[src/rtl/mat_operand_loader_if.sv]
// Operand-loader bus: serial word stream in, 24 parallel signed operands out.
// The slave modport is the loader; the master modport is the surrounding datapath.
interface mat_operand_loader_if;
  logic signed [15:0] in_data;
  logic               in_valid;
  logic               in_first;
  logic               in_ready;
  logic signed [15:0] a [16];
  logic signed [15:0] b [8];
  logic               out_valid;
  logic               out_ready;
  logic               frame_err;
  logic [4:0]         word_cnt;

  modport slave (
    input  in_data, in_valid, in_first, out_ready,
    output in_ready, a, b, out_valid, frame_err, word_cnt
  );

  modport master (
    output in_data, in_valid, in_first, out_ready,
    input  in_ready, a, b, out_valid, frame_err, word_cnt
  );
endinterface

[src/rtl/mat_operand_loader.sv]
// Serial-to-parallel loader for the 4x4 x 4x2 matrix multiplier operands.
// Collects A (16 words) then B (8 words) and holds them until downstream releases.
module mat_operand_loader (
  input  logic                  clk,
  input  logic                  rst,
  mat_operand_loader_if.slave   bus
);
  localparam int DATA_W = 16;

  typedef enum logic {LOAD, FULL} state_e;

  state_e                    state_q, state_d;
  logic [4:0]                cnt_q, cnt_d;
  logic                      ferr_q, ferr_d;
  logic                      wr_en;
  logic [4:0]                wr_slot;
  logic signed [DATA_W-1:0]  a_q [16];
  logic signed [DATA_W-1:0]  b_q [8];

  always_ff @(posedge clk) begin
    if (rst) begin
      state_q <= LOAD;
      cnt_q   <= 5'd0;
      ferr_q  <= 1'b0;
    end else begin
      state_q <= state_d;
      cnt_q   <= cnt_d;
      ferr_q  <= ferr_d;
    end
  end

  always_comb begin
    state_d = state_q;
    cnt_d   = cnt_q;
    ferr_d  = 1'b0;
    wr_en   = 1'b0;
    wr_slot = cnt_q;
    case (state_q)
      LOAD: begin
        if (bus.in_valid) begin
          wr_en = 1'b1;
          // A resync marker always restarts the frame at A0, even from slot 23.
          if (bus.in_first) begin
            wr_slot = 5'd0;
            cnt_d   = 5'd1;
            ferr_d  = (cnt_q != 5'd0);
          end else begin
            cnt_d = cnt_q + 5'd1;
            if (cnt_q == 5'd23) state_d = FULL;
          end
        end
      end
      FULL: begin
        if (bus.out_ready) begin
          state_d = LOAD;
          cnt_d   = 5'd0;
        end
      end
      default: state_d = LOAD;
    endcase
  end

  always_ff @(posedge clk) begin
    if (rst) begin
      for (int i = 0; i < 16; i++) a_q[i] <= '0;
      for (int i = 0; i < 8; i++)  b_q[i] <= '0;
    end else if (wr_en) begin
      if (wr_slot < 5'd16) a_q[wr_slot[3:0]] <= bus.in_data;
      else                 b_q[wr_slot[2:0]] <= bus.in_data;
    end
  end

  assign bus.in_ready  = (state_q == LOAD);
  assign bus.out_valid = (state_q == FULL);
  assign bus.frame_err = ferr_q;
  assign bus.word_cnt  = cnt_q;
  assign bus.a         = a_q;
  assign bus.b         = b_q;
endmodule

[src/flat_wrapper.sv]
// flat-port wrapper written by rule: the top's interface ports become plain ports
module mat_operand_loader_flat 
  (clk, rst, bus_in_data, bus_in_valid, bus_in_first, bus_out_ready, bus_in_ready, bus_a, bus_b, bus_out_valid, bus_frame_err, bus_word_cnt);
  mat_operand_loader_if bus_i ();
  input  logic clk;
  input  logic rst;
  input wire logic [$bits(bus_i.in_data)-1:0] bus_in_data;
  input wire logic [$bits(bus_i.in_valid)-1:0] bus_in_valid;
  input wire logic [$bits(bus_i.in_first)-1:0] bus_in_first;
  input wire logic [$bits(bus_i.out_ready)-1:0] bus_out_ready;
  output wire logic [$bits(bus_i.in_ready)-1:0] bus_in_ready;
  output wire logic [$bits(bus_i.a)-1:0] bus_a;
  output wire logic [$bits(bus_i.b)-1:0] bus_b;
  output wire logic [$bits(bus_i.out_valid)-1:0] bus_out_valid;
  output wire logic [$bits(bus_i.frame_err)-1:0] bus_frame_err;
  output wire logic [$bits(bus_i.word_cnt)-1:0] bus_word_cnt;
  assign bus_i.in_data = bus_in_data;
  assign bus_i.in_valid = bus_in_valid;
  assign bus_i.in_first = bus_in_first;
  assign bus_i.out_ready = bus_out_ready;
  assign bus_in_ready = bus_i.in_ready;
  assign bus_a = {>>{bus_i.a}};
  assign bus_b = {>>{bus_i.b}};
  assign bus_out_valid = bus_i.out_valid;
  assign bus_frame_err = bus_i.frame_err;
  assign bus_word_cnt = bus_i.word_cnt;
  mat_operand_loader u_core (.clk(clk), .rst(rst), .bus(bus_i));
endmodule
[config.mk]
export PLATFORM = sky130hd
export DESIGN_NAME = mat_operand_loader_flat
export DESIGN_NICKNAME = d
export VERILOG_FILES = /design/src/rtl/mat_operand_loader_if.sv /design/src/rtl/mat_operand_loader.sv /design/src/flat_wrapper.sv
export SDC_FILE = /design/constraint.sdc
export NUM_CORES = 1
export LEC_CHECK = 0
export CAP_MARGIN = 20
export CELL_PAD_IN_SITES_DETAIL_PLACEMENT = 0
export CELL_PAD_IN_SITES_GLOBAL_PLACEMENT = 1
export CORE_UTILIZATION = 41
export DETAILED_ROUTE_END_ITERATION = 7
export PLACE_DENSITY_LB_ADDON = 0.25
export SKIP_LAST_GASP = 1
export SLEW_MARGIN = 10
export SYNTH_ARGS = -nofsm -noshare
export SYNTH_HDL_FRONTEND = slang
export SYNTH_SLANG_ARGS = --single-unit
[constraint.sdc]
create_clock -name clk -period 3.7 [get_ports clk]
set_input_delay 0.925 -clock clk [delete_from_list [all_inputs] [get_ports clk]]
set_output_delay 0.925 -clock clk [all_outputs]
set_load 0.01 [all_outputs]
# After elaboration in Yosys (flattened, before gate mapping)
# Index checks and enable logic that the tools add are counted.
[classes]
addsub = 1
muxes = 20
order_cmp = 5
bitwise = 6
n_eq_ne = 3
n_reduce_logical = 7
[ops]
columns = ["op", "n"]
rows = [
  ["bitwise mux 256 bit", 1],
  ["bitwise mux 128 bit", 1],
  ["demux 16 bit (select 4 bit)", 1],
  ["demux 16 bit (select 3 bit)", 1],
  ["two-way mux 16 bit", 2],
  ["two-way mux 5 bit", 6],
  ["one-hot mux 5 bit (2 select lines)", 1],
  ["two-way mux 1 bit", 6],
  ["AND reduction 2 bit", 3],
  ["adder 5 x 1 -> 5 bit, second input constant", 1],
  ["equality test 5 bit, second input constant", 1],
  ["greater-or-equal comparator 5 bit, second input constant", 1],
  ["less-than comparator 5 x 1 -> 1 bit, second input constant", 1],
  ["less-than comparator 5 bit, second input constant", 1],
  ["NOT 4 -> 5 bit", 1],
  ["nonzero test 5 bit", 1],
  ["greater-or-equal comparator 4 bit, second input constant", 1],
  ["less-than comparator 4 x 1 -> 1 bit, second input constant", 1],
  ["inequality test 2 bit, second input constant", 2],
  ["NOT 1 bit", 4],
  ["NOT 3 -> 4 bit", 1],
  ["OR reduction 4 bit", 1],
  ["logical AND 1 bit", 2],
  ["one-hot mux 1 bit (2 select lines)", 1],
]
[word_totals]
output_inout_bits = 392
wordCells = 69
regBits = 391
inputBits = 21

# Logic depth before layout (Yosys ltp)
[depth]
word_depth = 9
depth_mapped = 7
depth_no_buf = 4

# Worst setup path before layout
# OpenSTA, ideal clock, no wires.
[synth_timing]
path_type = "input to register"
startpoint = "input bus_in_valid"
endpoint = "register u_core.b_q, in the netlist u_core.bus.b[10]"
n_path_buf = 2
arrival_time_ns = 1.943
required_ns = 3.568
setup_ns = 0.132
stages = 5
path_slack_ns = 1.625
path_cell_list = "nor2b_4 -> or4b_1 -> buf_6 -> buf_6 -> mux2i_1"
[synth_between]
elab_chain_len = 8
word_cells_on_any_way = 14
cone_classes = "order compare: 3; mux: 7; bitwise: 2; reduce/logical: 2"
[synth_lines]
columns = ["item", "line_no", "rtl"]
rows = [
  ["from (decl)", "flat_wrapper.sv:8", "input wire logic [$bits(bus_i.in_valid)-1:0] bus_in_valid;"],
  ["two-way mux 5 bit", "mat_operand_loader.sv:40", "if (bus.in_valid) begin"],
  ["two-way mux 5 bit", "mat_operand_loader.sv:38", "case (state_q)"],
  ["NOT 3 -> 4 bit (not written as such)", "mat_operand_loader.sv:69", "else b_q[wr_slot[2:0]] <= bus.in_data;"],
  ["greater-or-equal comparator 4 bit (not written as such) or less-than comparator 4 x 1 -> 1 bit (tied branches)", "mat_operand_loader.sv:69", ""],
  ["logical AND 1 bit (not written as such)", "mat_operand_loader.sv:69", ""],
  ["two-way mux 16 bit (not written as such)", "mat_operand_loader.sv:69", ""],
  ["demux 16 bit (select 3 bit)", "mat_operand_loader.sv:69", ""],
  ["bitwise mux 128 bit", "mat_operand_loader.sv:69", ""],
  ["to (signal, indexed assignment)", "mat_operand_loader.sv:69", ""],
  ["to (decl)", "mat_operand_loader.sv:18", "logic signed [DATA_W-1:0] b_q [8];"],
]
# Several ways; a longest one is shown, not always the timed one.
# A chain may end at the register's enable or synchronous reset.

# Worst setup path after layout
[layout_timing]
startpoint = "register u_core.cnt_q[2], in the netlist u_core.bus.word_cnt[2]"
endpoint = "output bus_word_cnt[2]"
[layout_rtl]
columns = ["item", "line_no", "rtl"]
rows = [
  ["from (decl)", "mat_operand_loader.sv:13", "logic [4:0] cnt_q, cnt_d;"],
  ["from (signal assigned)", "mat_operand_loader.sv:27", "cnt_q <= cnt_d;"],
  ["to (decl)", "flat_wrapper.sv:16", "output wire logic [$bits(bus_i.word_cnt)-1:0] bus_word_cnt;"],
]
# No word-level cell between the ends.

==> metrics <==
end of the worst hold path u_core.bus.a[226]; Max-slew headroom 0.460; mapped cell area 0.0154 mm2; post-route cell area about 0.021 mm2; post-cts resize count 0; DRT antenna net count 0; CTS tree done; port buffer count 412; Worst Setup Path Type reg -> out; latest clock arrival within the worst-skew pair between 0.5 and 0.6 ns; Die W between 150 and 200 um; CTS Sinks 391; synthesized net count between 1,000 and 1,500; Setup-failing EPs final 0; Initial Util 0.419; Layout area overhead 38.3%; Slew Viols, Final 0; Synth warnings 0; largest net degree at the start of global routing a little under 100; CP arrival about 2.1 ns; most frequent cells in the layout clkdlybuf4s50_1 (411), nand2b_1 (401), dfxtp_1 (391); hpwl dp around 32,000 um; outcome finished clean; Max Clk Rate roughly 0.33 GHz; Crit Path Max Fanout 16; CTS Hold Buffers Added 0; Seq cells post-synth just under 400; initial antenna violation count 0; Reg2Reg Depth 3; Worst-Margin Slew roughly 0.81 ns; Pre-antenna DRT Iters 4; most common cell after layout, fill and taps aside clkdlybuf4s50_1; drt first-iter violations just under 500; core footprint between 0.03 and 0.04 mm2; cts bufs inserted between 40 and 50; CP Capture Type primary output; Placed Area around 0.02 mm2; max capacitance violation total 0; Final Hold Viols 0; syn avg cell area 11.3 um2; post-synth cell types 41; CTS H-tree lvls 2; Cell Rows 70; RD Place Congestion roughly 0.8; Vias 11,000; share of cells above drive strength 1 0.0735; WHS Path Cells 2; ratio of final minimum period to clock period 0.818; post-DR wirelength/cell around 21 um; Mapped Cells roughly 1,400; GRT Overall Usage 0.243; RSZ-0062 raised after global routing no; Power per Cell Area approximately 420 mW/mm2; crit-path max cell delay between 0.8 and 0.9 ns; CP max-delay cell dfxtp_1; reg2reg end u_core.bus.a[49]; Setup Skew a little under 0.02 ns; Routed WL approximately 47,000 um; vias in the first global route about 11,000; Required @ worst endpoint between 2 and 3 ns; antenna cells 0; kind of start point of the critical path flop; first-pass GRT wire length about 70,000 um; Hold Startpoint u_core.bus.a[226]; worst vdd ir just over 300 uV; # DRC 0; post-synthesis sequential area ratio 0.507; Reg clk slew, reported paths about 0.060 ns; Total Neg Setup Slack 0 ns; Min-Delay Path Class reg -> reg; routed vias/inst around 4.9; CP Cell Sequence clkdlybuf4s50_1; R2R setup slack between 1 and 1.5 ns; WP buf/inv 1; GRT overflow 0; worst r2r src u_core.bus.word_cnt[2]; Period minus WS final between 3 and 4 ns; Static Leak just under 10 nW; Die ar. about 0.038 mm2; CTS Buffer Depth 3; Post-CTS Setup Repair Bufs 0; CP delay by family, top flip-flops; Die Y about 200 um; I/O pin count 413; Clk Tree Root Cell clkbuf_16; Final nets around 1,800
worst max-delay path by stage:
stage | from | endpoint | cells past startpoint
final | u_core.bus.word_cnt[2] | bus_word_cnt[2] | 1
after global routing | u_core.bus.word_cnt[2] | bus_word_cnt[2] | 1
after CTS | u_core.bus.word_cnt[2] | bus_word_cnt[2] | 1
after detailed placement | bus_in_first | u_core.bus.b[78] | 4
after global placement | bus_in_first | u_core.bus.a[155] | 4
after floorplan | bus_in_valid | u_core.bus.b[10] | 5
per-stage QoR:
step                      hold WS, ns  cells   util  setup slack (ns)  total power [mW]
after floorplan                 0.493   1361      -              1.63              4.58
after global placement          0.460   2196  0.541             0.749              4.76
after detailed placement        0.464   2196  0.541             0.686              4.76
after CTS                       0.475   2272  0.580             0.643              9.13
after global routing            0.493   2272  0.580             0.583              9.33
final                           0.471   2272  0.580             0.674              9.04
synthesized netlist by cell type (all sizes together):
cell type  instances  share of area
a311oi             1        0.00057
mux2i            385           0.25
buf               38          0.020
nor2               4         0.0011
nor3b              2         0.0017
a22oi              1        0.00049
clkinv             1        0.00024
or4b               1        0.00065
inv                5         0.0012
o21ai              1        0.00032
a211oi             2        0.00097
and3b              1        0.00057
nand3             16          0.012
nand4              7         0.0087
dfxtp            391           0.51
clkbuf            77          0.019
ha                 2         0.0016
nor3               3         0.0013
a41oi              1        0.00057
nor2b              4         0.0021
o211ai             1        0.00049
a31oi              2         0.0012
or3b               1        0.00057
a21oi              4         0.0013
and4bb             2         0.0016
nand2b           401           0.16
nand4b             2         0.0011
and2b              2         0.0011
and4b              1        0.00065
nand2              2        0.00049
kinds of logic after synthesis:
logic type	count (synthesis)	share of synthesized area
flops	391	0.507
compound gates	13	0.00591
simple gates	449	0.197
fa+ha+maj	2	0.00162
mux	385	0.249
buf+inv	121	0.0398
area by class of cell:
type                    instances  area (um2)
well taps                     504         631
multi-input cells             849        7020
flip-flops and latches        391        7830
inverters                       6        22.5
repair buffers                446        4430
clock buffers                  63        1250
fillers                      3172       15500
clock inverters                13         184
worst reg2reg max path, delay by kind of cell, from the launching register on:
kind / cells / cell delay [ns]
multiplexers: 1 / 0.34
flip-flops: 1 / 0.83
AND/OR/NAND/NOR: 2 / 1.24
report_power, final:
| group | total, mW | internal [mW] | switching [mW] | leakage (nW) |
|---|---|---|---|---|
| registers | 4.25 | 4.23 | 0.0182 | 3.15 |
| logic | 0.419 | 0.182 | 0.237 | 5.99 |
| clock network | 4.37 | 2.63 | 1.75 | 0.708 |
routing by layer:
metal | GRT usage | up-vias | share of wire
met5 | 0 | - | 0
met4 | 0.0955 | 0 | 0.034
met3 | 0.0820 | 77 | 0.083
met2 | 0.391 | 327 | 0.46
met1 | 0.300 | 5354 | 0.42
li1 | - | 5267 | -
state kept, by name, summed over array words and instances, names as in the netlist:
name,count
u_core.bus.frame_err,1
u_core.bus.word_cnt,5
u_core.bus.b,128
u_core.bus.a,256
u_core.bus.out_valid,1
No activity file was read; power rests on OpenSTA's default activity.
